**config.mk**
```make
export PLATFORM = sky130hd
export DESIGN_NAME = pwm_duty_ramp_ctrl
export DESIGN_NICKNAME = d
export VERILOG_FILES = /design/src/rtl/pwm_duty_ramp_ctrl.sv
export SDC_FILE = /design/constraint.sdc
export NUM_CORES = 1
export LEC_CHECK = 0
export BUFFER_PORTS_ARGS = -buffer_cell sky130_fd_sc_hd__buf_2
export CORE_UTILIZATION = 54
export CTS_CLUSTER_DIAMETER = 120
export DETAILED_ROUTE_END_ITERATION = 6
export PLACE_DENSITY = 0.72
export SYNTH_ARGS = -nofsm -noshare
export SYNTH_HDL_FRONTEND = slang
export SYNTH_SLANG_ARGS = --single-unit
```
**constraint.sdc**
```tcl
create_clock -name clk -period 5.2 [get_ports clk]
set_input_delay 1.04 -clock clk [delete_from_list [all_inputs] [get_ports clk]]
set_output_delay 1.04 -clock clk [all_outputs]
set_load 0.005 [all_outputs]
```
**src/rtl/pwm_duty_ramp_ctrl.sv**
```systemverilog
// Duty-cycle owner for the PWM datapath: applies immediate host writes and
// runs autonomous clamped ramps toward a target at a programmable step rate.
module pwm_duty_ramp_ctrl #(
    parameter logic [7:0] RESET_DUTY = 8'h00,
    parameter int         PERIOD_W   = 16
) (
    input  logic                clk,
    input  logic                rst,
    input  logic                host_wr,
    input  logic [7:0]          host_duty,
    input  logic                start,
    input  logic [7:0]          target,
    input  logic [7:0]          step,
    input  logic [PERIOD_W-1:0] period,
    input  logic                abort,
    output logic [7:0]          duty,
    output logic                busy,
    output logic                done
);

    typedef enum logic {IDLE, RAMP} state_t;

    localparam logic [PERIOD_W-1:0] ONE = {{(PERIOD_W-1){1'b0}}, 1'b1};

    state_t              state_reg, state_next;
    logic [7:0]          duty_reg, duty_next;
    logic                done_reg, done_next;
    logic [PERIOD_W-1:0] cnt_reg, cnt_next;
    logic [7:0]          target_reg, target_next;
    logic [7:0]          step_reg, step_next;
    logic [PERIOD_W-1:0] period_reg, period_next;

    logic [7:0]          step_eff;
    logic [PERIOD_W-1:0] period_eff;
    logic [8:0]          up_sum;
    logic [8:0]          dn_diff;
    logic [7:0]          stepped;

    assign step_eff   = (step == 8'd0) ? 8'd1 : step;
    assign period_eff = (period == '0) ? ONE : period;

    // Next duty value one step toward the target; the 9-bit sum/difference
    // exposes overflow and underflow so the result clamps instead of wrapping.
    always_comb begin
        up_sum  = {1'b0, duty_reg} + {1'b0, step_reg};
        dn_diff = {1'b0, duty_reg} - {1'b0, step_reg};
        stepped = target_reg;
        if (target_reg > duty_reg) begin
            if (up_sum < {1'b0, target_reg})
                stepped = up_sum[7:0];
        end else begin
            if (!dn_diff[8] && (dn_diff[7:0] > target_reg))
                stepped = dn_diff[7:0];
        end
    end

    always_comb begin
        state_next  = state_reg;
        duty_next   = duty_reg;
        done_next   = 1'b0;
        cnt_next    = cnt_reg;
        target_next = target_reg;
        step_next   = step_reg;
        period_next = period_reg;
        if (host_wr) begin
            duty_next  = host_duty;
            state_next = IDLE;
        end else if (state_reg == RAMP) begin
            if (abort) begin
                state_next = IDLE;
            end else if (cnt_reg == '0) begin
                cnt_next  = period_reg - ONE;
                duty_next = stepped;
                if (stepped == target_reg) begin
                    state_next = IDLE;
                    done_next  = 1'b1;
                end
            end else begin
                cnt_next = cnt_reg - ONE;
            end
        end else if (start && !abort) begin
            target_next = target;
            step_next   = step_eff;
            period_next = period_eff;
            cnt_next    = period_eff - ONE;
            if (target == duty_reg)
                done_next = 1'b1;
            else
                state_next = RAMP;
        end
    end

    always_ff @(posedge clk or posedge rst) begin
        if (rst) begin
            state_reg  <= IDLE;
            duty_reg   <= RESET_DUTY;
            done_reg   <= 1'b0;
            cnt_reg    <= '0;
            target_reg <= 8'd0;
            step_reg   <= 8'd0;
            period_reg <= '0;
        end else begin
            state_reg  <= state_next;
            duty_reg   <= duty_next;
            done_reg   <= done_next;
            cnt_reg    <= cnt_next;
            target_reg <= target_next;
            step_reg   <= step_next;
            period_reg <= period_next;
        end
    end

    assign duty = duty_reg;
    assign busy = (state_reg == RAMP);
    assign done = done_reg;

endmodule
```
==> results of run 1 <==
-- repair_timing --
action,4_1_cts,5_1_grt
setup endpoints to repair,0,3
hold buffers,0,0
resized for setup,0,1
-- area by class of cell --
class	instances	area, sq um	share of cell area (%)
Timing Repair Buffer	61	323	5.59
Clock inverter	7	125	2.17
Tap cell	129	161	2.80
Sequential cell	58	1450	25.2
Inverter	36	135	2.34
Multi-Input combinational cell	528	3450	59.8
Clock buffer	9	124	2.15
-- cell usage after synthesis, types with 4 or more instances --
master	n
sky130_fd_sc_hd__nand2b_1	4
sky130_fd_sc_hd__o21ai_0	48
sky130_fd_sc_hd__xnor2_1	28
sky130_fd_sc_hd__a21o_1	6
sky130_fd_sc_hd__nand4_1	8
sky130_fd_sc_hd__o211ai_1	8
sky130_fd_sc_hd__a211oi_1	13
sky130_fd_sc_hd__nand3_1	12
sky130_fd_sc_hd__mux2i_1	5
sky130_fd_sc_hd__nor2_1	50
sky130_fd_sc_hd__o221ai_1	6
sky130_fd_sc_hd__xor2_1	15
sky130_fd_sc_hd__nand2_1	97
sky130_fd_sc_hd__a22oi_1	6
sky130_fd_sc_hd__or2_2	4
sky130_fd_sc_hd__inv_1	36
sky130_fd_sc_hd__nor2b_1	8
sky130_fd_sc_hd__nor4_1	14
sky130_fd_sc_hd__nor3_1	27
sky130_fd_sc_hd__buf_1	4
sky130_fd_sc_hd__ha_1	40
sky130_fd_sc_hd__buf_2	4
sky130_fd_sc_hd__o21a_1	4
sky130_fd_sc_hd__clkbuf_1	17
sky130_fd_sc_hd__or3_1	5
sky130_fd_sc_hd__a31oi_1	13
sky130_fd_sc_hd__dfrtp_1	58
sky130_fd_sc_hd__or4_1	4
sky130_fd_sc_hd__and3_1	7
sky130_fd_sc_hd__a21oi_1	38
-- worst register-to-register path, cell delays in order, from the launching register on --
cell                        delay, ns
sky130_fd_sc_hd__dfrtp_1         0.50
sky130_fd_sc_hd__ha_1            0.39
sky130_fd_sc_hd__nor2b_1         0.08
sky130_fd_sc_hd__o21ai_0         0.38
sky130_fd_sc_hd__or4b_2          0.65
sky130_fd_sc_hd__and3_1          0.20
sky130_fd_sc_hd__or2_2           0.30
sky130_fd_sc_hd__ha_1            0.27
sky130_fd_sc_hd__o21ai_0         0.08
sky130_fd_sc_hd__a211oi_1        0.09
sky130_fd_sc_hd__a2111o_1        0.48
sky130_fd_sc_hd__a2111oi_0       0.79
sky130_fd_sc_hd__a211oi_1        0.12
sky130_fd_sc_hd__a21o_1          0.24
-- metrics by stage --
step / power (mW) / instance area (sq um) / util [%] / std cells
floorplan: 1.48 / 5160 / - / 651
global placement: 1.77 / 5520 / 59.7 / 812
detailed placement: 1.79 / 5520 / 59.7 / 812
CTS: 2.34 / 5770 / 62.4 / 828
global route: 2.52 / 5770 / 62.5 / 828
finish: 2.36 / 5770 / 62.5 / 828
-- logic make-up (layout without fill, tap and decap cells) --
family,after synthesis,count (layout),share of synthesized area (%)
buffers and inverters,65,113,5.26
xor gates and xnor gates,44,44,7.73
AOI/OAI and AO/OA,178,178,23.1
muxes,5,5,0.969
adders and majority gates,42,42,10.5
DFF,58,58,28.1
and+or+nand+nor,259,259,24.4
-- routing by layer --
layer / up-vias / global-route usage, % / wire [um]
met5: - / 0 / 0
met4: 0 / 9.95 / 323
met3: 28 / 5.22 / 1430
met1: 2473 / 50.1 / 7330
li1: 2442 / - / -
met2: 268 / 50.3 / 6870
-- power by group --
part	internal [mW]	leakage, nW	switching [mW]
registers	0.537	0.718	0.117
logic	0.466	1.71	0.704
clock network	0.323	0.124	0.211
total	1.33	2.55	1.03
-- final timing paths --
path | start | to | slack (ns) | cells past startpoint
setup / recovery | duty[1] | done | 0.52 | 13
hold / removal | period_reg[15] | period_reg[15] | 0.50 | 2
setup reg to reg | duty[1] | done | 0.52 | 13
hold reg to reg | period_reg[15] | period_reg[15] | 0.50 | 2
max in group asynchronous | rst | target_reg[4] | 3.79 | 3
min in group asynchronous | rst | period_reg[3] | 0.90 | 3
==> impl_results.md, run 1 <==
* Final #Nets at 781
* Setup slack after placement at 0.519 ns
* HPWL after detailed placement at 12000 um
* Predominant post-synthesis flop cell: sky130_fd_sc_hd__dfrtp_1
* Pwr/cell area at 409 nW/um^2
* DRC violation count after routing at 0
* Most common library cell in the layout ignoring fill and taps: sky130_fd_sc_hd__nand2_1
* Worst Path Required at 5.42 ns
* Post-synthesis instance total at 651
* Largest net degree at the start of global routing at 59
* Number of violations reported at the end of detailed-routing iteration 0 at 424
* Max VDD drop at 174 uV
* Buf+Inv Stages, Crit Path at 0
* Clk Latency, worst-skew pair at 0.34 ns
* Horizontal die dimension at 99.8 um
* Worst Max-Slew Pin Slew at 1.01 ns
* Routed wire length at 16000 um
* H-Tree Depth at 3
* Drt via density at 6.29
* Post-Syn Nets at 738
* Endpoints failing hold at 0
* Std-Cell Core Area at 9240 sq um
* Global-route wire length before repair at 25700 um
* Setup fix buffers added after clock tree synthesis at 0
* Top library cells by usage in the layout, fill and taps aside: sky130_fd_sc_hd__nand2_1, sky130_fd_sc_hd__dfrtp_1, sky130_fd_sc_hd__buf_2, sky130_fd_sc_hd__nor2_1, sky130_fd_sc_hd__o21ai_0
* Worst-case setup margin in the final layout at 0.517 ns
* Slew HR at 32.7%
* Max capacitance violation total at 0
* Remaining global-route overflow at 0
* Root buffer selected by CTS: sky130_fd_sc_hd__clkbuf_8
* Number of failing setup endpoints in the final timing report at 0
* Async SR Flop Fraction at 100%
* Synthesis-stage register bit count at 58
* Number of global-route vias before repair at 4836
* Starting utilization of the core area at 55.9%
* Die area at 9960 sq um
* Antenna violations before repair at 0
* Routed Antenna Nets at 0
* Synthesized area at 5160 sq um
* Crit Path Class: register to register
* Crit-path leading delay family: compound AO/OA/AOI/OAI gates
* Top-area cell type share of the netlist area at 28.1%
* Critical-path maximum fanout at 8
* Part of the Yosys area used for sequential elements at 28.1%
* First-pass DRT Iterations at 5
* Final setup skew at 0.0194 ns
* Netlist cell types at 73
* Biggest area consumer among synthesized cells: sky130_fd_sc_hd__dfrtp_1
* Synth warn at 0
* Smallest hold slack at 0.498 ns
* Largest stage delay on the critical path at 0.79 ns
* Run status: complete, no violations
* Clock slew at reported path FFs at 0.09 ns
* Wire per inst at 19.3 um
* Total negative slack for setup checks at 0 ns
* Filler cell count at 843
* Crit share post-route at 90.1%
* Critical path capture point type: register
* Leakage power total at 2.55 nW
* Aggregate global-route resource usage at 33.7%
* Unrepaired setup endpoints after global routing: no
* Gpl congestion at 0.946
* # IOs at 55
* Die Y at 99.8 um
* Cts bufs inserted at 9
* Fin. max-slew vios at 0
* EDFF count, synth at 0
* CTS tree: done
* Achievable Freq at 0.214 GHz
* Synth top area cells: sky130_fd_sc_hd__dfrtp_1, sky130_fd_sc_hd__ha_1, sky130_fd_sc_hd__nand2_1
* Data arrival, critical path at 4.90 ns
* Row cnt at 35
* Via Count at 5211
* Number of clock sinks at 58
* Buffer levels on the longest clock path at 2
* Hold Path Class: register to register
* Kind of start point of the critical path: register
* Worst-path cell chain: ha_1, nor2b_1, o21ai_0, or4b_2, and3_1, or2_2, ha_1, o21ai_0, a211oi_1, a2111o_1, a2111oi_0, a211oi_1, a21o_1
* Worst-path cell with the longest stage delay: sky130_fd_sc_hd__a2111oi_0
* Inserted Diodes at 0
* Time the worst path needs with I/O delays and setup at 4.68 ns
* Synthesis-to-layout area growth at 11.7%
* Number of buffers inserted by port buffering at 54
* Ratio of cells with drive above 1 in the final layout at 14.3%
* Synth Area per Inst at 7.93 sq um
Note: power is estimated with default switching activity, not from simulation.
==> run 2, diff against run 1 <==
Settings changed: ABC_AREA set to 1.
==> run 2 against run 1 <==
The flow now finishes with violations (DRC). Highest routed layer unchanged. Combinational power is 10% higher. Fmax grew 22%. Clock power barely moved. Design area shrank 3.5%. Flip-flop and latch count did not move. Critical path depth grew 11. Sequential power fell by 4.3%. Synthesized cell count grew 12%. Sequential share of layout area is 0.90 points higher. Die area decreased by 2.8%.
==> impl_results.md, run 2 <==
* Worst Max-Slew Pin Slew at 1.08 ns (+0.0709 ns)
* Worst R2R Start: duty[0]
* Largest net degree at the start of global routing at 62 (+5.1%)
* Top-area cell type share of the netlist area at 28.9% (+0.83 points)
* Most common library cell in the layout ignoring fill and taps: sky130_fd_sc_hd__nand2_1
* Max capacitance violation total at 0 (unchanged)
* HPWL after detailed placement at 10600 um (-12%)
* Synth warn at 0 (unchanged)
* Total negative slack for setup checks at 0 ns (unchanged)
* Worst r2r dst: busy
* Pwr/cell area at 439 nW/um^2 (+7.5%)
* Root buffer selected by CTS: sky130_fd_sc_hd__clkbuf_8
* Number of gates resized after cts at 0 (unchanged)
* H-Tree Depth at 3 (unchanged)
* R2R depth at 24 (+11)
* Max VDD drop at 215 uV (+24%)
* Ratio of cells with drive above 1 in the final layout at 14.1% (-0.24 points)
* Post-Syn Nets at 819 (+11%)
* Antenna violations before repair at 0 (unchanged)
* Gpl congestion at 1.04 (+10%)
* Global-route wire length before repair at 22700 um (-12%)
* Achievable Freq at 0.261 GHz (+22%)
* Crit share post-route at 73.7% (-16 points)
* First-pass DRT Iterations at 7 (+2)
* Clk Latency, worst-skew pair at 0.34 ns (about the same)
* Setup fix buffers added after clock tree synthesis at 0 (unchanged)
* Final #Nets at 864 (+11%)
* Kind of start point of the critical path: register
* Leading cell type by number of instances after synthesis: sky130_fd_sc_hd__nand2_1
* Commonest cells in the synthesized netlist: sky130_fd_sc_hd__nand2_1, sky130_fd_sc_hd__inv_1, sky130_fd_sc_hd__nand3_1
* Drt via density at 5.66 (-10%)
* Violations in the final reports: DRC
* Leakage power total at 2.98 nW (+17%)
* Synthesis-to-layout area growth at 11.1%
* Synth top area cells: sky130_fd_sc_hd__dfrtp_1, sky130_fd_sc_hd__nand2_1, sky130_fd_sc_hd__ha_1
* Remaining global-route overflow at 0 (unchanged)
* End point of the worst hold path: cnt_reg[12]
* CTS tree: done
* Synthesis-stage register bit count at 58 (unchanged)
* Fin area at 5570 sq um (-3.5%)
* Routed wire length at 13900 um (-13%)
* Smallest hold slack at 0.484 ns (-0.0138 ns)
* Die area at 9680 sq um (-2.8%)
* Starting utilization of the core area at 56.7% (+0.79 points)
* Clock slew at reported path FFs at 0.07 ns (-0.02 ns)
* Critical-path maximum fanout at 12 (+4)
* Worst-case setup margin in the final layout at 1.37 ns (+0.852 ns)
* EDFF count, synth at 0 (unchanged)
* Endpoints failing hold at 0 (unchanged)
* Top library cells by usage in the layout, fill and taps aside: sky130_fd_sc_hd__nand2_1, sky130_fd_sc_hd__inv_1, sky130_fd_sc_hd__nand3_1, sky130_fd_sc_hd__dfrtp_1, sky130_fd_sc_hd__buf_2
* Netlist cell types at 42 (-42%)
* Biggest area consumer among synthesized cells: sky130_fd_sc_hd__dfrtp_1
* Hold Path Origin: cnt_reg[12]
* Synthesized area at 5020 sq um (-2.9%)
* Data arrival, critical path at 4.04 ns (-0.86 ns)
* Run status: finished with violations
* Crit Path Class: register to register
* Final setup skew at 0.0134 ns (-0.00599 ns)
* Cts bufs inserted at 9 (unchanged)
* Part of the Yosys area used for sequential elements at 28.9% (+0.83 points)
* Worst Path Required at 5.41 ns (about the same)
* Row cnt at 34 (-2.9%)
* Number of violations reported at the end of detailed-routing iteration 0 at 346 (-18%)
* Async SR Flop Fraction at 100% (unchanged)
* # IOs at 55 (unchanged)
* Area of placed instances at 5320 sq um (-3.7%)
* Number of failing setup endpoints in the final timing report at 0 (unchanged)
* Horizontal die dimension at 98.4 um (-1.4%)
* Inserted Diodes at 0 (unchanged)
* Quantity of hold-fixing buffers added after cts at 0 (unchanged)
* Hold Path Class: register to register
* Std-Cell Core Area at 8850 sq um (-4.2%)
* Die Y at 98.4 um (-1.4%)
* Time the worst path needs with I/O delays and setup at 3.83 ns (-0.852 ns)
* Synth Area per Inst at 6.85 sq um (-14%)
* Number of global-route vias before repair at 4626 (-4.3%)
* Setup slack after placement at 1.47 ns (+0.949 ns)
* Fin. max-slew vios at 0 (unchanged)
* Aggregate global-route resource usage at 29.9% (-3.8 points)
* Number of clock sinks at 58 (unchanged)
* Post-layout utilization of the core at 63.0% (+0.50 points)
* Hold path cells at 2 (unchanged)
* Slew HR at 27.8% (-4.8 points)
* Buffer levels on the longest clock path at 2 (unchanged)
* Number of buffers inserted by port buffering at 54 (unchanged)
* Wire per inst at 15.6 um (-19%)
* Via Count at 5035 (-3.4%)
* Unrepaired setup endpoints after global routing: no
* Post-synthesis instance total at 732 (+12%)
* DRC violation count after routing at 2 (+2)
* Routed Antenna Nets at 0 (unchanged)
* Setup slack on the worst flop-to-flop path at 1.37 ns (+0.85 ns)
* Critical path capture point type: register
* Predominant post-synthesis flop cell: sky130_fd_sc_hd__dfrtp_1
==> run 2: critical path: stages (launching register included) <==
cell	delay (ns)
sky130_fd_sc_hd__dfrtp_1	0.48
sky130_fd_sc_hd__ha_1	0.29
sky130_fd_sc_hd__fa_1	0.42
sky130_fd_sc_hd__nand3_1	0.12
sky130_fd_sc_hd__nand2_2	0.09
sky130_fd_sc_hd__xor2_1	0.29
sky130_fd_sc_hd__ha_1	0.31
sky130_fd_sc_hd__nand2_1	0.07
sky130_fd_sc_hd__nor2_1	0.04
sky130_fd_sc_hd__nand2_1	0.06
sky130_fd_sc_hd__nand2_1	0.05
sky130_fd_sc_hd__nand2_1	0.05
sky130_fd_sc_hd__nand2_1	0.04
sky130_fd_sc_hd__nand2_1	0.28
sky130_fd_sc_hd__nand2_2	0.27
sky130_fd_sc_hd__nand2_1	0.12
sky130_fd_sc_hd__nand3_1	0.10
sky130_fd_sc_hd__nand2_1	0.12
sky130_fd_sc_hd__nand2_1	0.05
sky130_fd_sc_hd__nand2_1	0.06
sky130_fd_sc_hd__nand2_1	0.06
sky130_fd_sc_hd__nor2_2	0.12
sky130_fd_sc_hd__nand3_1	0.08
sky130_fd_sc_hd__nand2_1	0.07
sky130_fd_sc_hd__a21oi_1	0.06
==> run 2: logic make-up after synthesis <==
| group | synth area share, % |
|---|---|
| muxes | 0.673 |
| buffers and inverters | 11.0 |
| adders and majority gates | 10.8 |
| xor gates and xnor gates | 3.49 |
| AOI/OAI and AO/OA | 13.5 |
| DFF | 28.9 |
| and+or+nand+nor | 31.6 |
==> run 2: report_power, final <==
group	internal, mW	switching (mW)	leakage, nW	total [mW]
Clock	0.345	0.190	0.123	0.535
Sequential	0.537	0.0889	0.694	0.626
Combinational	0.450	0.835	2.16	1.29
Total	1.33	1.11	2.98	2.45
==> run 2: per-stage QoR <==
stage	instances	total power [mW]
4_1_cts	890	2.43
3_5_place_dp	874	1.89
3_3_place_gp	874	1.86
2_1_floorplan	732	1.61
6_report	890	2.45
5_1_grt	890	2.67
==> run 2: layout make-up <==
cell class	instances	area, sq um
Fill cell	814	3280
Multi-Input combinational cell	539	3020
Sequential cell	58	1450
Inverter	112	423
Timing Repair Buffer	57	293
Clock buffer	12	155
Tap cell	108	135
Clock inverter	4	97.6
==> run 2: worst max path at each step <==
stage	startpoint	endpoint	slack (ns)	depth (start not counted)
after floorplan	duty[5]	busy	2.14	24
after global placement	duty[0]	busy	1.53	25
after detailed placement	duty[0]	busy	1.47	24
after CTS	duty[0]	busy	1.44	24
after global routing	duty[2]	busy	1.06	25
final	duty[0]	busy	1.37	24
==> run 2: routing by layer <==
metal  up-vias  share of wire (%)  global-route usage (%)
li1       2483                  -                       -
met5         -                  0                       0
met1      2307                 47                    42.8
met3        20                7.2                    4.58
met2       225                 44                    47.1
met4         0                1.7                    8.04
